$ cat src/rtl/controller_fsm.sv
// Instruction-sequencing controller: walks one decoded instruction through
// register read, ALU and writeback, producing Moore-style datapath controls.
module controller_fsm #(
  parameter logic [2:0] NSEL_RN = 3'b000,
  parameter logic [2:0] NSEL_RD = 3'b001,
  parameter logic [2:0] NSEL_RM = 3'b010
) (
  input  logic       clk,
  input  logic       reset_n,
  input  logic       s,
  input  logic [2:0] opcode,
  input  logic [1:0] op,
  output logic       w,
  output logic [2:0] nsel,
  output logic       loada,
  output logic       loadb,
  output logic       loadc,
  output logic       loads,
  output logic       asel,
  output logic       bsel,
  output logic [1:0] vsel,
  output logic       write,
  output logic       err,
  output logic [2:0] o_dbg_state
);

  typedef enum logic [2:0] {
    S_WAIT      = 3'd0,
    S_DECODE    = 3'd1,
    S_WRITE_IMM = 3'd2,
    S_GET_A     = 3'd3,
    S_GET_B     = 3'd4,
    S_ALU       = 3'd5,
    S_WRITE_REG = 3'd6
  } state_t;

  state_t     r_state;
  state_t     w_next;
  logic [2:0] r_opcode;
  logic [1:0] r_op;
  logic       r_err;

  logic w_accept;
  logic w_mov_imm;
  logic w_unary;
  logic w_binary;
  logic w_cmp;
  logic w_illegal;

  assign w_accept  = (r_state == S_WAIT) && s;
  assign w_mov_imm = (r_opcode == 3'b110) && (r_op == 2'b10);
  // MOV reg and MVN pass only Rm through the ALU, so operand A is forced to zero.
  assign w_unary   = ((r_opcode == 3'b110) && (r_op == 2'b00)) ||
                     ((r_opcode == 3'b101) && (r_op == 2'b11));
  assign w_binary  = (r_opcode == 3'b101) && (r_op != 2'b11);
  assign w_cmp     = (r_opcode == 3'b101) && (r_op == 2'b01);
  assign w_illegal = !(w_mov_imm || w_unary || w_binary);

  // State register
  always_ff @(posedge clk or negedge reset_n) begin
    if (!reset_n) r_state <= S_WAIT;
    else          r_state <= w_next;
  end

  // Instruction fields are captured once so later decoder changes cannot disturb the sequence.
  always_ff @(posedge clk or negedge reset_n) begin
    if (!reset_n) begin
      r_opcode <= 3'b000;
      r_op     <= 2'b00;
      r_err    <= 1'b0;
    end else if (w_accept) begin
      r_opcode <= opcode;
      r_op     <= op;
      r_err    <= 1'b0;
    end else if ((r_state == S_DECODE) && w_illegal) begin
      r_err    <= 1'b1;
    end
  end

  // Next-state logic
  always_comb begin
    w_next = S_WAIT;
    case (r_state)
      S_WAIT:      w_next = s ? S_DECODE : S_WAIT;
      S_DECODE: begin
        if (w_mov_imm)     w_next = S_WRITE_IMM;
        else if (w_unary)  w_next = S_GET_B;
        else if (w_binary) w_next = S_GET_A;
        else               w_next = S_WAIT;
      end
      S_WRITE_IMM: w_next = S_WAIT;
      S_GET_A:     w_next = S_GET_B;
      S_GET_B:     w_next = S_ALU;
      S_ALU:       w_next = w_cmp ? S_WAIT : S_WRITE_REG;
      S_WRITE_REG: w_next = S_WAIT;
      default:     w_next = S_WAIT;
    endcase
  end

  // Output logic
  always_comb begin
    w     = 1'b0;
    nsel  = NSEL_RN;
    loada = 1'b0;
    loadb = 1'b0;
    loadc = 1'b0;
    loads = 1'b0;
    asel  = 1'b0;
    bsel  = 1'b0;
    vsel  = 2'b00;
    write = 1'b0;
    case (r_state)
      S_WAIT: w = 1'b1;
      S_WRITE_IMM: begin
        nsel  = NSEL_RN;
        vsel  = 2'b10;
        write = 1'b1;
      end
      S_GET_A: begin
        nsel  = NSEL_RN;
        loada = 1'b1;
      end
      S_GET_B: begin
        nsel  = NSEL_RM;
        loadb = 1'b1;
      end
      S_ALU: begin
        asel  = w_unary;
        loads = w_cmp;
        loadc = !w_cmp;
      end
      S_WRITE_REG: begin
        nsel  = NSEL_RD;
        vsel  = 2'b00;
        write = 1'b1;
      end
      default: ;
    endcase
  end

  assign err         = r_err;
  assign o_dbg_state = r_state;

endmodule

$ cat config.mk
export PLATFORM = sky130hd
export DESIGN_NAME = controller_fsm
export DESIGN_NICKNAME = d
export VERILOG_FILES = /design/src/rtl/controller_fsm.sv
export SDC_FILE = /design/constraint.sdc
export NUM_CORES = 1
export LEC_CHECK = 0
export ABC_AREA = 1
export ABC_CLOCK_PERIOD_IN_PS = 1270
export CORE_MARGIN = 3
export CORE_UTILIZATION = 39
export CTS_CLUSTER_SIZE = 24
export DETAILED_ROUTE_END_ITERATION = 7
export PLACE_DENSITY = 0.84
export SKIP_LAST_GASP = 1
export SYNTH_ARGS = -nofsm -noshare
export SYNTH_HDL_FRONTEND = slang
export SYNTH_SLANG_ARGS = --single-unit
$ cat constraint.sdc
create_clock -name clk -period 1.27 [get_ports clk]
set_input_delay 0.254 -clock clk [delete_from_list [all_inputs] [get_ports clk]]
set_output_delay 0.254 -clock clk [all_outputs]
set_load 0.03 [all_outputs]
# [Word level (Yosys, flattened, before mapping)]
# Cells that the tools add are included.
[totals] ff_bits=9 latch_bits=0 mem_bits_rw=0 mem_bits_ro=0 elab_cells=49 memories=0
[classes] add_sub_neg=0 mul=0 div=0 order_cmp=0 eq_ne=12 n_shift=0 mux=17 bitwise_logic=0 reduce_logical=16
[ops] cell="3-bit == test, second input constant" count=5
[ops] cell="3-bit one-hot mux with 5 select lines" count=1
[ops] cell="1-bit 2-to-1 mux" count=10
[ops] cell="3-bit 2-to-1 mux" count=3
[ops] cell="1-bit logical AND" count=7
[ops] cell="3-bit by 2-bit == test with 1-bit output, second input constant" count=2
[ops] cell="2-bit == test, second input constant" count=2
[ops] cell="2-bit 2-to-1 mux" count=2
[ops] cell="2-bit one-hot mux with 2 select lines" count=1
[ops] cell="3-bit by 1-bit == test with 1-bit output, second input constant" count=1
[ops] cell="3-bit logical NOT" count=1
[ops] cell="1-bit logical OR" count=3
[ops] cell="2-bit by 1-bit == test with 1-bit output, second input constant" count=1
[ops] cell="1-bit logical NOT" count=2
[ops] cell="2-bit logical NOT" count=1
[ops] cell="2-bit != test, second input constant" count=1
[ops] cell="2-bit nonzero test" count=1
[ops] cell="2-bit OR reduction" count=1

# [Depth between registers and ports, before layout]
# Gate-level depths: netlist (run 1).
[logic_depth] word_depth=9 ltp_mapped=6

# [Worst setup path after synthesis (run 1)]
# No wires, ideal clock.
[synth_path] path_type="reg-to-output" startpoint="register r_state[2] (netlist: o_dbg_state[2])" endpoint="output port nsel[1]" t_arrival_ps=1460 t_required_ps=1016 setup_slack_ps=-444 path_stages_with_launch=4 n_path_buf=1 path_cell_list="dfrtp_1 > inv_1 > nor3_2 > buf_4"
[synth_via] elab_chain_cells=2
[synth_lines] item="from (decl)" line="37" source="state_t r_state;"
[synth_lines] item="from (signal assigned)" line="62" source="else r_state <= w_next;"
[synth_lines] item="3-bit == test" line="112" source="case (r_state)"
[synth_lines] item="2-bit one-hot mux with 2 select lines (*)" line="112"
[synth_lines] item="to (decl)" line="14" source="output logic [2:0] nsel,"
# Mark *: on every way between the ends. The rest lies on a longest branch, timed or not.

# [Final worst setup path (run 1)]
[layout_path] startpoint="register r_opcode[0]" endpoint="output port asel"
[layout_via] elab_chain_cells=4
[layout_lines] item="from (decl)" line="39" source="logic [2:0] r_opcode;"
[layout_lines] item="from (signal assigned)" line="72" source="r_opcode <= opcode;"
[layout_lines] item="3-bit == test (on tied branches)" line="53, 54"
[layout_lines] item="1-bit logical AND (on tied branches)" line="53, 54"
[layout_lines] item="1-bit logical OR (*)" line="53" source="assign w_unary = ((r_opcode == 3'b110) && (r_op == 2'b00)) ||"
[layout_lines] item="1-bit 2-to-1 mux (*)" line="112"
[layout_lines] item="to (decl)" line="19" source="output logic asel,"
# Marked as above.

==> out/results.tsv, run 1 <==
stage	metric	value	unit
finish	final core utilization	91.9	%
finish	Fill cells	53	
critical_path	Crit. End Element	output port	
synth	yosys warns	0	
place	RePlAce Congestion	0.821	
clocking	Clock Pin Slew Worst Setup and Hold Paths	0.08	ns
drt	DRC viols	0	
die	Initial Util	45.6	%
synth	synthesis-stage register bit count	9	
finish	commonest non-fill, non-tap cells in the layout	18 x buf_4, 15 x buf_6, 13 x nand2_1	
finish	Final Cell Area	1120	um2
timing	# setup viols final	16	
critical_path	CP cell instances	buf_6 > nor2_4 > nand2_4 > a21oi_4 > buf_6	
drt	routed wire length	2.63	mm
critical_path	Top Family by Delay on Critical Path	flip-flops	
critical_path	slowest CP cell	dfrtp_1	
finish	Nets	127	
pwr	maximum vdd drop	1840	uV
clocking	CTS tree	yes	
run_status	violated checks	setup timing	
timing	worst setup margin	-0.355	ns
run_status	status	finished, violations left	
timing	post-route setup TNS	-2.45	ns
job	max-cap viol count	0	
die	# IOs	25	
pwr	leakage power	0.563	nW
timing	fmax	0.615	GHz
hold_path	Worst Hold Class	primary input to async pin	
timing	final hold vios	0	
timing	RSZ-0062 raised after global routing	yes	
critical_path	Max stage delay on crit path	0.43	ns
place	I/O Buffers	21	
clocking	CTS Sinks	9	
place	dpl ws	-0.0961	ns
timing	hold slack	0.278	ns
clocking	cts bufs inserted	3	
drt	routed vias	752	
clocking	CTS root buffer	clkbuf_4	
global_routing	Overflow after GRT	0	
synth	Post-Syn Area	554	um2
critical_path	kind of critical path	flip-flop to output port	
global_routing	Total GRT Usage	19.2	%
global_routing	first-pass GRT wire length	2.67	mm
timing	Period minus WS final	1.63	ns
timing	Final Slew Violations	0	
critical_path	crit path launch type	flip-flop	
critical_path	CP max FO	2	
drt	DR vias/cell	5.70	
die	FP Rows	12	
critical_path	crit path DAT	1.37	ns
die	Core ar.	1220	um2
clocking	Clk Latency, worst-skew pair	0.28	ns
critical_path	WP data required	1.02	ns
critical_path	CP bufs+invs	2	
clocking	H-tree levels	1	
finish	Area Overhead vs Synth	102	%
synth	sequential fraction of the synthesis area	40.6	%
die	die area	1910	um2
critical_path	most numerous cell on the critical path	buf_6	
pwr	Pwr Total	2.87	mW
finish	leading cell type in the layout, fill and taps excluded	buf_4	
finish	fraction of final layout cells sized beyond drive strength 1	64.4	%
die	width of the die	43.7	um
timing	Final period util	128	%
clocking	CTS max path bufs	2	
synth	post-synthesis cell type count	18	
drt	Routed Antenna Nets	0	
drt	drt wl/cell	19.9	um
drt	drt initial violations	48	
global_routing	vias in the first global route	625	
synth	Cells after Synth	76	
drt	DR pass1 iterations	5	
synth	Mean Syn Cell Area	7.29	um2
timing	clk_skew	0.0175	ns
place	placed cell count	115	
global_routing	initial antenna violation count	0	
place	Detailed Place HPWL	1.12	mm
pwr	pwr/cell area	2570	nW/um2
place	placed cell area	817	um2
finish	diodes inserted	0	
die	die height	43.7	um
finish	Finished Layout Cells	132	
global_routing	largest net degree at the start of global routing	10	
kinds of logic (layout without fill, tap and decap cells):
kind of cell | count (synthesis) | count (layout) | share of synthesized area, %
and+or+nand+nor | 44 | 44 | 36.8
DFF | 9 | 9 | 40.6
other | 1 | 3 | 0.677
buffers and inverters | 16 | 56 | 15.8
AOI/OAI and AO/OA | 6 | 6 | 6.09
layer usage:
metal | track usage, % | routed length, um | vias to the layer above
li1 | - | - | 314
met1 | 20.2 | 877 | 336
met2 | 35.5 | 1320 | 76
met3 | 1.24 | 267 | 26
met4 | 13.3 | 167 | 0
met5 | 0 | 0 | -
cell usage after synthesis:
cell	number	area share, %
nor2_1	7	4.7
nand3_1	5	4.5
buf_4	4	5.4
dfrtp_1	9	41
nor3_2	1	1.8
a21oi_1	4	3.6
o21ai_2	1	1.6
clkinv_4	1	1.6
nand4_1	1	1.1
inv_1	9	6.1
conb_1	1	0.68
nor3_4	1	2.9
nand2_4	1	2.0
buf_6	1	2.0
nand2_1	25	17
inv_2	1	0.68
o21ai_0	1	0.90
nor3_1	3	2.7
power breakdown:
| part | switching [mW] | total (mW) | internal, mW |
|---|---|---|---|
| combinational | 1.15 | 2.00 | 0.850 |
| clock | 0.120 | 0.237 | 0.116 |
| sequential | 0.201 | 0.634 | 0.433 |
timing repair:
item                                    CTS  global route
hold buffers                              0             0
buffers inserted                          7             6
pin swaps                                10             8
endpoints found under the setup margin   10            17
gates resized for setup                  29            19
registers in the layout, summed over array words and instances (netlist names):
signal,count
err,1
r_op,2
r_opcode,3
o_dbg_state,3
cell type report:
type | instances | area [um2] | area share [%]
Sequential cell | 9 | 231 | 20.7
Timing Repair Buffer | 41 | 389 | 34.8
Multi-Input combinational cell | 53 | 395 | 35.4
Inverter | 11 | 56.3 | 5.04
Clock inverter | 1 | 5.00 | 0.448
Clock buffer | 3 | 22.5 | 2.02
Tap cell | 14 | 17.5 | 1.57
final timing paths:
check | startpoint | end | slack (ns) | depth (start not counted)
worst max-delay path | r_opcode[0]$_DFFE_PN0P_ | asel | -0.36 | 5
worst min-delay path | reset_n | r_opcode[0]$_DFFE_PN0P_ | 0.28 | 1
worst max register to register | r_opcode[0]$_DFFE_PN0P_ | o_dbg_state[2]$_DFF_PN0_ | -0.07 | 7
worst min register to register | err$_DFFE_PN0P_ | err$_DFFE_PN0P_ | 0.57 | 2
max in group asynchronous | reset_n | o_dbg_state[1]$_DFF_PN0_ | 0.67 | 1
min in group clk | opcode[1] | r_opcode[1]$_DFFE_PN0P_ | 0.55 | 3
(Power assumes the default switching activity.)
==> inputs of run 2 (changes only) <==
--- a/config.mk
+++ b/config.mk
@@ -8,10 +8,10 @@
 export ABC_AREA = 1
 export ABC_CLOCK_PERIOD_IN_PS = 1270
 export CORE_MARGIN = 3
-export CORE_UTILIZATION = 39
+export CORE_UTILIZATION = 30
 export CTS_CLUSTER_SIZE = 24
 export DETAILED_ROUTE_END_ITERATION = 7
-export PLACE_DENSITY = 0.84
+export PLACE_DENSITY = 0.69
 export SKIP_LAST_GASP = 1
 export SYNTH_ARGS = -nofsm -noshare
 export SYNTH_HDL_FRONTEND = slang
==> out/results.tsv, run 2 (synthesis results as in run 1) <==
stage	metric	value	unit
run_status	status	finished, violations left	
run_status	violated checks	setup timing	
critical_path	Max stage delay on crit path	0.42	ns
finish	Nets	126	
drt	Routed Antenna Nets	0	
timing	Final Slew Violations	0	
clocking	CTS tree	yes	
die	die height	49.0	um
timing	Final period util	121	%
critical_path	most numerous cell on the critical path	nand2_2	
global_routing	vias in the first global route	625	
critical_path	r2r worst-path depth	7	
timing	RSZ-0062 raised after global routing	yes	
drt	DR vias/cell	4.52	
global_routing	initial antenna violation count	0	
global_routing	Overflow after GRT	0	
timing	fmax	0.652	GHz
place	placed cell count	126	
clocking	Hold Buf Count CTS	0	
die	Initial Util	34.4	%
die	Core ar.	1610	um2
critical_path	slowest CP cell	dfrtp_1	
place	Detailed Place HPWL	1.06	mm
global_routing	first-pass GRT wire length	2.51	mm
clocking	Clock Pin Slew Worst Setup and Hold Paths	0.06	ns
clocking	CTS root buffer	clkbuf_4	
critical_path	Crit. End Element	output port	
global_routing	largest net degree at the start of global routing	10	
finish	Final Cell Area	1100	um2
pwr	leakage power	0.526	nW
critical_path	WP data required	1.02	ns
drt	routed vias	637	
drt	drt initial violations	2	
timing	final hold vios	0	
critical_path	kind of critical path	flip-flop to output port	
finish	Fill cells	143	
clocking	CTS max path bufs	2	
critical_path	CP cell instances	nand2_2 > nor2_4 > nand3_2 > nand2_2 > inv_2 > buf_6	
die	# IOs	25	
critical_path	crit path DAT	1.28	ns
finish	diodes inserted	0	
die	die area	2400	um2
drt	DRC viols	0	
clocking	H-tree levels	1	
die	FP Rows	14	
critical_path	Top Family by Delay on Critical Path	simple AND/OR/NAND/NOR gates	
timing	# setup viols final	11	
pwr	maximum vdd drop	1190	uV
critical_path	CP bufs+invs	2	
finish	fraction of final layout cells sized beyond drive strength 1	59.0	%
timing	clk_skew	0.00106	ns
clocking	Clk Latency, worst-skew pair	0.25	ns
drt	drt wl/cell	11.2	um
place	RePlAce Congestion	0.726	
place	I/O Buffers	21	
job	max-cap viol count	0	
clocking	CTS Sinks	9	
finish	Finished Layout Cells	141	
critical_path	crit path launch type	flip-flop	
place	placed cell area	837	um2
global_routing	Total GRT Usage	13.3	%
die	width of the die	49.0	um
finish	commonest non-fill, non-tap cells in the layout	18 x nand2_1, 18 x buf_6, 15 x buf_4	
finish	Area Overhead vs Synth	97.7	%
drt	DR pass1 iterations	2	
finish	final core utilization	68.0	%
clocking	cts bufs inserted	3	
critical_path	reg2reg setup slack	-0.01	ns
timing	Period minus WS final	1.53	ns
hold_path	Worst Hold Class	primary input to async pin	
critical_path	reg2reg end	o_dbg_state[2]$_DFF_PN0_	
timing	worst setup margin	-0.263	ns
drt	routed wire length	1.59	mm
pwr	pwr/cell area	2410	nW/um2
critical_path	CP max FO	3	
critical_path	Reg2Reg Launch Point	r_opcode[0]$_DFFE_PN0P_	
==> run 2: cell count changes in the layout (fill, tap and decap cells not counted), sizes merged <==
cell / delta
inv: +1
buf: -1
clkbuf: +1
clkinv: -2
==> run 2: layout make-up <==
cell class,count,area [um2],area share [%]
tap,24,30.0,2.74
clock buffer,4,26.3,2.40
multi-input combinational,53,368,33.6
inverter,11,56.3,5.14
sequential,9,230,21.0
timing repair buffer,40,385,35.2
==> run 2: power by group <==
part,internal [mW],switching (mW),total (mW),leakage [nW]
sequential,0.430,0.157,0.587,0.108
clock,0.121,0.0983,0.219,0.0150
combinational,0.829,1.00,1.83,0.403
total,1.38,1.26,2.64,0.526
==> run 2: per-stage QoR <==
stage	worst slack (ns)	total power [mW]	hold WS (ns)	TNS (ns)
floorplan	-0.167	1.44	-0.0416	-0.930
detailed placement	-0.0494	1.87	0.497	-0.0741
global route	-0.326	2.81	0.318	-2.63
finish	-0.263	2.64	0.295	-1.77
CTS	-0.252	2.40	0.303	-1.82
global placement	-0.0316	1.83	0.502	-0.0567
==> run 2: repair_timing <==
action	4_1_cts	5_1_grt
gates cloned	0	0
pin swaps	8	8
endpoints found under the setup margin	10	19
resized for setup	25	16
buffers inserted	7	6
hold endpoints to repair	0	0
==> run 2: metal layers <==
metal	share of wire (%)	global-route usage (%)	routed length, um
met2	57	25.6	906
met4	2.3	5.69	36
met1	34	13.3	543
met5	0	0	0
met3	6.3	3.06	100
==> run 2: worst max path at each step <==
stage                        startpoint  endpoint  slack (ns)  depth (start not counted)
2_1_floorplan  o_dbg_state[2]$_DFF_PN0_   nsel[1]       -0.17                          3
4_1_cts         r_opcode[2]$_DFFE_PN0P_      asel       -0.25                          5
3_5_place_dp    r_opcode[1]$_DFFE_PN0P_      asel       -0.05                          5
6_report        r_opcode[0]$_DFFE_PN0P_     loadc       -0.26                          6
3_3_place_gp    r_opcode[0]$_DFFE_PN0P_     loadc       -0.03                          6
5_1_grt         r_opcode[1]$_DFFE_PN0P_     loads       -0.33                          5
